$ cat src/rtl/etc_tile_accumulator.sv
// etc_tile_accumulator: 4x4 tile semiring reducer (add/min/max/or); define ETC_ACC_SAT_EN for saturating add
module etc_tile_accumulator #(
    parameter int W  = 16,
    parameter int CW = 8
) (
    input  logic          clk,
    input  logic          rst_n,
    input  logic          start,
    input  logic [1:0]    op,
    input  logic [CW-1:0] num_tiles,
    input  logic          in_valid,
    output logic          in_ready,
    input  logic [16*W-1:0] in_tile,
    output logic          out_valid,
    input  logic          out_ready,
    output logic [16*W-1:0] out_tile,
    output logic          busy
);
    typedef enum logic [1:0] {IDLE, ACCUM, DRAIN} state_t;
    state_t state_q, state_d;
    logic [16*W-1:0] acc_q, acc_d;
    logic [CW-1:0] cnt_q, cnt_d, num_q, num_d;
    logic [1:0] op_q, op_d;
    logic [W-1:0] red [16];
    for (genvar e = 0; e < 16; e++) begin : g_el
        logic [W-1:0] a, b, sum;
        assign a = acc_q[e*W +: W];
        assign b = in_tile[e*W +: W];
`ifdef ETC_ACC_SAT_EN
        logic [W:0] s;
        assign s = {1'b0, a} + {1'b0, b};
        assign sum = s[W] ? {W{1'b1}} : s[W-1:0];
`else
        assign sum = a + b;
`endif
        assign red[e] = op_q == 2'd0 ? sum :
                        op_q == 2'd1 ? (a < b ? a : b) :
                        op_q == 2'd2 ? (a > b ? a : b) : a | b;
    end
    assign in_ready  = state_q == ACCUM;
    assign out_valid = state_q == DRAIN;
    assign busy      = state_q != IDLE;
    assign out_tile  = acc_q;
    always_comb begin
        state_d = state_q;
        acc_d   = acc_q;
        cnt_d   = cnt_q;
        op_d    = op_q;
        num_d   = num_q;
        unique case (state_q)
            IDLE: if (start && num_tiles != '0) begin
                op_d    = op;
                num_d   = num_tiles;
                cnt_d   = '0;
                state_d = ACCUM;
            end
            ACCUM: if (in_valid) begin
                cnt_d = cnt_q + 1'b1;
                // first beat loads directly, so no identity element is needed
                for (int e = 0; e < 16; e++)
                    acc_d[e*W +: W] = cnt_q == '0 ? in_tile[e*W +: W] : red[e];
                if (cnt_d == num_q) state_d = DRAIN;
            end
            DRAIN: if (out_ready) state_d = IDLE;
            default: state_d = IDLE;
        endcase
    end
    always_ff @(posedge clk) begin
        if (!rst_n) begin
            state_q <= IDLE;
            acc_q   <= '0;
            cnt_q   <= '0;
            op_q    <= '0;
            num_q   <= '0;
        end else begin
            state_q <= state_d;
            acc_q   <= acc_d;
            cnt_q   <= cnt_d;
            op_q    <= op_d;
            num_q   <= num_d;
        end
    end
endmodule

$ cat config.mk
export PLATFORM = sky130hd
export DESIGN_NAME = etc_tile_accumulator
export DESIGN_NICKNAME = d
export VERILOG_FILES = /design/src/rtl/etc_tile_accumulator.sv
export SDC_FILE = /design/constraint.sdc
export NUM_CORES = 2
export LEC_CHECK = 0
export ABC_AREA = 1
export CORE_MARGIN = 4
export CORE_UTILIZATION = 39
export DETAILED_ROUTE_END_ITERATION = 8
export PLACE_DENSITY = 0.59
export SETUP_SLACK_MARGIN = 0.4
export SYNTH_ARGS = -nofsm -noshare
export SYNTH_HDL_FRONTEND = slang
export SYNTH_SLANG_ARGS = --single-unit
$ cat constraint.sdc
create_clock -name clk -period 2.02 [get_ports clk]
set_input_delay 0.303 -clock clk [delete_from_list [all_inputs] [get_ports clk]]
set_output_delay 0.303 -clock clk [all_outputs]
set_load 0.01 [all_outputs]
### After elaboration in Yosys (flattened, before gate mapping)

Index checks and enable logic that the tools add are counted.

* input bits: 271
* output and inout port bits: 259
* flip-flop bits (word level): 276
* word-level logic and storage cells: 256

* equality and inequality tests: 41
* reductions and logical operators: 26
* magnitude comparators: 32
* muxes and demuxes: 104
* bitwise operators: 16
* $add $sub $neg: 17

Operator list (number)
* 2-to-1 mux 16 bit: 96
* adder 16 bit: 16
* greater-than comparator 16 bit: 16
* less-than comparator 16 bit: 16
* bitwise OR 16 bit: 16
* AND reduction 4 bit: 17
* != test 4 x 3 -> 1 bit, second input constant: 16
* != test 5 x 2 -> 1 bit, second input constant: 9
* != test 5 x 4 -> 1 bit, second input constant: 7
* 2-to-1 mux 8 bit: 2
* one-hot mux 8 bit (2 select lines): 1
* adder 8 x 1 -> 8 bit, second input constant: 1
* == test 8 bit: 1
* logical NOT 8 bit: 1
* 2-to-1 mux 2 bit: 4
* nonzero test 8 bit: 1
* one-hot mux 2 bit (3 select lines): 1
* == test 2 x 1 -> 1 bit, second input constant: 2
* == test 2 bit, second input constant: 2
* logical NOT 2 bit: 2
* != test 2 x 1 -> 1 bit, second input constant: 2
* != test 2 bit, second input constant: 2
* nonzero test 2 bit: 2
* AND reduction 3 bit: 1
* other kinds (2): 2

### Logic depth before layout (Yosys ltp)

* word-level depth: 6
* mapped depth: 16
* mapped depth without buffers: 15

### Worst setup path before layout

No wires, ideal clock.

* path kind: reg2reg
* start: register acc_q[199], in the netlist out_tile[199]
* end: register acc_q[197], in the netlist out_tile[197]
* buffers on the path: 1
* setup time: 118 ps
* data required time: 1902 ps
* arrival: 1966 ps
* period minus slack after synthesis: 2084 ps
* stages on the path, launching flop included: 13
* setup slack: -64 ps
* cells stage by stage: dfxtp_1 > inv_1 > ha_1 > or2_2 > nor2_1 > nor2_1 > nand2_1 > nand2_1 > a21oi_1 > nor2_4 > buf_6 > o21ai_1 > nor2_1

* cells in the longest elaborated chain, start to end: 3
* elaborated cells on any way between the ends: 5
* classes of those cells: order compare (2); eq/ne (2); reduce/logical (1)

RTL lines
* from (decl): line 21 `logic [16*W-1:0] acc_q, acc_d;`
* from (signal assigned): line 71 `acc_q <= '0;`
* from (signal assigned): line 77 `acc_q <= acc_d;`
* greater-than comparator 16 bit or less-than comparator 16 bit (tied branches): line 38, 37
* != test 5 x 4 -> 1 bit (no source line) or != test 4 x 3 -> 1 bit (tied branches)
* AND reduction 4 bit (no source line) *

Mark *: on every way between the ends. The rest lies on a longest branch, timed or not.
A chain may end at the register's enable or synchronous reset.

### Worst setup path after layout

* start: register cnt_q[2]
* end: register acc_q[19], in the netlist out_tile[19]

* cells in the longest elaborated chain, start to end: 3
* elaborated cells on any way between the ends: 5
* classes of those cells: eq/ne (2); mux (1); reduce/logical (2)

RTL lines
* from (decl): line 22 `logic [CW-1:0] cnt_q, cnt_d, num_q, num_d;`
* from (signal assigned): line 78 `cnt_q <= cnt_d;`
* logical NOT 8 bit *: line 61 `acc_d[e*W +: W] = cnt_q == '0 ? in_tile[e*W +: W] : red[e];`
* != test 5 x 2 -> 1 bit (no source line) or != test 4 x 3 -> 1 bit (tied branches)
* AND reduction 4 bit (no source line)

Marked as above.

==> results.md <==
Pwr:
- The maximum ir drop on the vdd rail is 0.5858 mV.
- The power density of the placed cells is ~470 mW/mm².
- The static leakage is 0.03376 µW.
- The overall power is ~32,000 µW.

Detailed routing:
- For this block, the via count after detailed routing is 50,690.
- The routed design uses 82,420 µm of met2 wire.
- For this run, design rule violations remaining after detail routing come to 0.
- The wire length per cell is between 15 and 20 µm.
- The count of nets left with antenna violations after detail routing is 0.
- The number of search-and-repair iterations in the first detailed-routing pass is 5.
- The met3 layer wire length in the routed design is about 9500 µm.
- In the final routing, the length of wire on met1 measures 72,420 µm.
- In this run, the number of DRC markers left after iteration 0 of detailed routing was 2,767.
- The overall routed net length is 171,100 µm.
- The topmost layer with routed signal wires is met5.
- The detail-routed via count per cell is 4.988.

STA:
- The worst path uses 103.4% of the clock period.
- The number of endpoints with negative hold slack in the final report came to 0.
- The final max-slew violation count came to 0.
- The clock arrives with 23.02 ps of skew.
- Static timing analysis puts the maximum clock frequency at 478.7 MHz.
- Setup violations remaining at the end of the flow were counted as 71.
- After layout, the minimum clock period comes to 2089 ps.
- The worst-case headroom to the max-slew limit is 65.59%.
- The worst setup slack after layout is -69.09 ps.
- The slew at the pin with the worst max-slew slack is between 500 and 600 ps.
- Setup repair after global routing could not meet its margin everywhere.

Global routing:
- The remaining global-route overflow is 0.
- Entering global routing, the biggest net connects 67 pins.
- The overall fraction of global-route tracks in use is 28.52%.
- The number of antenna violations at the first check in global routing came to 17.
- The first global-routing pass estimated 258,500 µm of wire.
- The number of global-route vias before repair is 49,210.

Synthesis:
- The yosys synthesis warning count is 0.
- In the synthesized netlist the async set-or-reset flop fraction comes to 0%.
- The number of nets in the synthesized netlist is 8,073.
- Summing the sequential cell areas from Yosys gives 13.42% of the chip area.
- Synthesis handed over a netlist of 7,032 instances.
- The synthesized area per cell is 5.855 µm².
- The flop and latch count out of synthesis is 276.
- The count of distinct cell types in the synthesized netlist is 38.
- The mapped netlist covers 0.04117 mm².
- The primary flip-flop cell chosen by synthesis mapping is sky130_fd_sc_hd__dfxtp_1.
- The synthesized design contains 0 enable-type register cells.

Job:
- The max-capacitance violation count is 0.

Hold path:
- The path class of the lowest-slack min-delay path is in -> reg.
- The number of instances on the worst hold path is 3.

Cells and area:
- The sequential cell area in the final layout is about 0.0060 mm².
- Counting the fill cells in the layout gives 9,556.
- The layout net count is between 9,000 and 10,000.
- The area of all placed cells without fillers is 0.06740 mm².
- The post-route netlist has 33.50% of its cells at a drive strength greater than 1.
- The multi-input logic area is 0.03655 mm².
- The area added between synthesis and finish is 63.72%.

Placed design:
- The cell area after placement is 0.06024 mm².
- In this run the tool buffered the top-level ports with about 530 buffer cells.
- Before CTS, the worst setup slack after placement is -754.9 ps.
- The HPWL reported at the end of detailed placement is 126,400 µm.
- The routability-driven placement congestion ratio is 0.9535.

Critical path:
- Traced cell by cell, the critical path runs through nor2_1, nand2_4, nor2_8, buf_6, nor2_4, buf_12, buf_16, nand3_4, nand2_4, nor2_4, buf_6, nand2_2, o21ai_1, nor2_1.
- Along the worst path, the maximum fanout reaches 5.
- The critical path data arrival time is 2580 ps.
- The cell family contributing the most delay on the critical path is simple AND/OR/NAND/NOR gates.
- The critical path in this run is classified as reg -> reg.
- At the worst endpoint, the required time is roughly 2500 ps.
- The number of cells on the worst reg-to-reg path is 14.
- The largest individual stage delay along the critical path comes from the cell sky130_fd_sc_hd__dfxtp_1.
- The cell count along the critical path is 14.
- Together, buffers and inverters on the worst path number 4.
- The endpoint class of the critical path is a flip-flop.
- The kind of launch point of the worst setup path is a flip-flop.
- The peak per-stage delay on the critical path is 310 ps.

Clocking:
- Counting along the longest clock path gives a buffer depth of 3.
- For this design, the CTS-stage hold fixing added 0 buffers.
- The number of buffers created by CTS is 44.
- The H-tree depth is 2.
- The tree is rooted in a sky130_fd_sc_hd__clkbuf_16.
- Clock latency on the worst-skew pair, taken at its later pin, is roughly 620 ps.
- The CTS tree is done.
- The number of sinks on the clock net is 276.
- The clock slew at the register clock pins of the worst setup and hold paths is ~60 ps.

Floorplanning:
- The width of the die is 332.9 µm.
- The die is 332.9 µm tall.
- The die footprint is ~0.11 mm².
- The effective utilization at floorplan is 39.50%.
- The floorplan step defined a core boundary enclosing 0.1042 mm².
- The number of core rows is about 120.
- 530 I/O pins were placed.

Status:
- The flow ran to the end, but the final reports show violations.
- The final reports fail on negative setup slack.
-- metal layers --
layer | up-vias | global-route usage, %
met5 | - | 0
met4 | 14 | 10.34
met3 | 319 | 4.711
met2 | 1265 | 50.41
met1 | 23460 | 34.76
li1 | 25630 | -
-- synthesized netlist by cell type, types with 15 or more instances --
master / instances / share of area, %
sky130_fd_sc_hd__nand2_1: 1924 / 18
sky130_fd_sc_hd__inv_1: 1235 / 11
sky130_fd_sc_hd__ha_1: 754 / 23
sky130_fd_sc_hd__a21oi_1: 625 / 7.6
sky130_fd_sc_hd__nor2_1: 584 / 5.3
sky130_fd_sc_hd__nand3_1: 503 / 6.1
sky130_fd_sc_hd__o21ai_0: 446 / 5.4
sky130_fd_sc_hd__dfxtp_1: 276 / 13
sky130_fd_sc_hd__clkbuf_1: 127 / 1.2
sky130_fd_sc_hd__nor3_1: 107 / 1.3
sky130_fd_sc_hd__or2_2: 73 / 1.1
sky130_fd_sc_hd__o22ai_1: 65 / 0.99
sky130_fd_sc_hd__buf_2: 46 / 0.56
sky130_fd_sc_hd__nand4_1: 39 / 0.59
sky130_fd_sc_hd__and2_1: 26 / 0.40
sky130_fd_sc_hd__nand3_2: 24 / 0.58
sky130_fd_sc_hd__nand3b_1: 20 / 0.36
sky130_fd_sc_hd__o21bai_1: 19 / 0.35
sky130_fd_sc_hd__buf_4: 18 / 0.33
sky130_fd_sc_hd__fa_1: 16 / 0.78
sky130_fd_sc_hd__nor2_4: 15 / 0.41
sky130_fd_sc_hd__o21ai_1: 15 / 0.18
-- final timing paths --
kind	slack [ps]	endpoint	from
max reg2reg	-70	out_tile[19]	cnt_q[2]
min reg2reg	470	num_q[2]	num_q[2]
max	-70	out_tile[19]	cnt_q[2]
min	130	out_tile[134]	rst_n
-- worst min-delay path, stage by stage --
cell	delay (ps)
sky130_fd_sc_hd__buf_6	230
sky130_fd_sc_hd__o21ai_2	100
sky130_fd_sc_hd__nor2_1	40
-- final cells by class --
| type | instances | area share, % |
|---|---|---|
| Timing Repair Buffer | 1871 | 25.12 |
| Clock buffer | 65 | 1.960 |
| Sequential cell | 276 | 8.878 |
| Multi-Input combinational cell | 5305 | 54.22 |
| Antenna cell | 8 | 0.02970 |
| Clock inverter | 13 | 0.2098 |
| Tap cell | 1380 | 2.562 |
| Inverter | 1243 | 7.026 |
-- power breakdown --
part	total, µW	internal, µW	switching (µW)
combinational	17500	8030	9460
clock	8130	4870	3260
sequential	6190	5910	274
total	31800	18800	13000
-- logic make-up after synthesis --
kind of cell / synth area share (%)
xor+xnor: 0.2340
flops: 13.42
fa+ha+maj: 23.69
simple gates: 34.06
buf+inv: 13.65
compound gates: 14.95
-- timing repair --
| item | CTS | global route |
|---|---|---|
| buffers inserted | 19 | 40 |
| setup endpoints to repair | 517 | 507 |
| resized for setup | 536 | 840 |
| pin swaps | 166 | 340 |
| cloned | 5 | 15 |
-- state kept, by name, indices dropped and copies added, names as in the netlist --
name	flops
op_q	2
out_tile	256
num_q	8
state_q	2
cnt_q	8
-- metrics by stage --
stage	setup TNS (ps)	instances	hold WS [ps]	utilization (%)
6_report	-1601	10160	132.9	64.67
5_1_grt	-17030	10160	124.6	64.65
4_1_cts	0	10100	79.82	61.02
3_5_place_dp	-150770	9996	461.1	57.80
3_3_place_gp	-141860	9996	450.3	57.80
2_1_floorplan	0	7032	435.5	-
-- cell usage in the layout (no fill, tap or decap), types with 25 or more instances in the layout --
| master | n |
|---|---|
| sky130_fd_sc_hd__nor2_2 | 46 |
| sky130_fd_sc_hd__dfxtp_4 | 58 |
| sky130_fd_sc_hd__nor2_1 | 485 |
| sky130_fd_sc_hd__clkdlybuf4s50_1 | 456 |
| sky130_fd_sc_hd__ha_4 | 234 |
| sky130_fd_sc_hd__inv_1 | 1060 |
| sky130_fd_sc_hd__nor2_4 | 73 |
| sky130_fd_sc_hd__o22ai_1 | 65 |
| sky130_fd_sc_hd__nand2_2 | 169 |
| sky130_fd_sc_hd__buf_4 | 1177 |
| sky130_fd_sc_hd__nand2_4 | 31 |
| sky130_fd_sc_hd__o21ai_2 | 73 |
| sky130_fd_sc_hd__o21ai_1 | 69 |
| sky130_fd_sc_hd__and2_1 | 26 |
| sky130_fd_sc_hd__dlygate4sd2_1 | 46 |
| sky130_fd_sc_hd__nand4_1 | 39 |
| sky130_fd_sc_hd__dfxtp_1 | 25 |
| sky130_fd_sc_hd__a21oi_2 | 151 |
| sky130_fd_sc_hd__ha_1 | 512 |
| sky130_fd_sc_hd__or2_2 | 68 |
| sky130_fd_sc_hd__nand2_1 | 1725 |
| sky130_fd_sc_hd__nor3_2 | 32 |
| sky130_fd_sc_hd__nor3_4 | 25 |
| sky130_fd_sc_hd__nand3_1 | 408 |
| sky130_fd_sc_hd__nand3_2 | 82 |
| sky130_fd_sc_hd__buf_12 | 72 |
| sky130_fd_sc_hd__nand3_4 | 37 |
| sky130_fd_sc_hd__inv_2 | 162 |
| sky130_fd_sc_hd__a21oi_1 | 463 |
| sky130_fd_sc_hd__buf_6 | 69 |
| sky130_fd_sc_hd__nor3_1 | 50 |
| sky130_fd_sc_hd__clkbuf_16 | 60 |
| sky130_fd_sc_hd__o21ai_0 | 315 |
| sky130_fd_sc_hd__dfxtp_2 | 193 |
(Power assumes the default switching activity.)
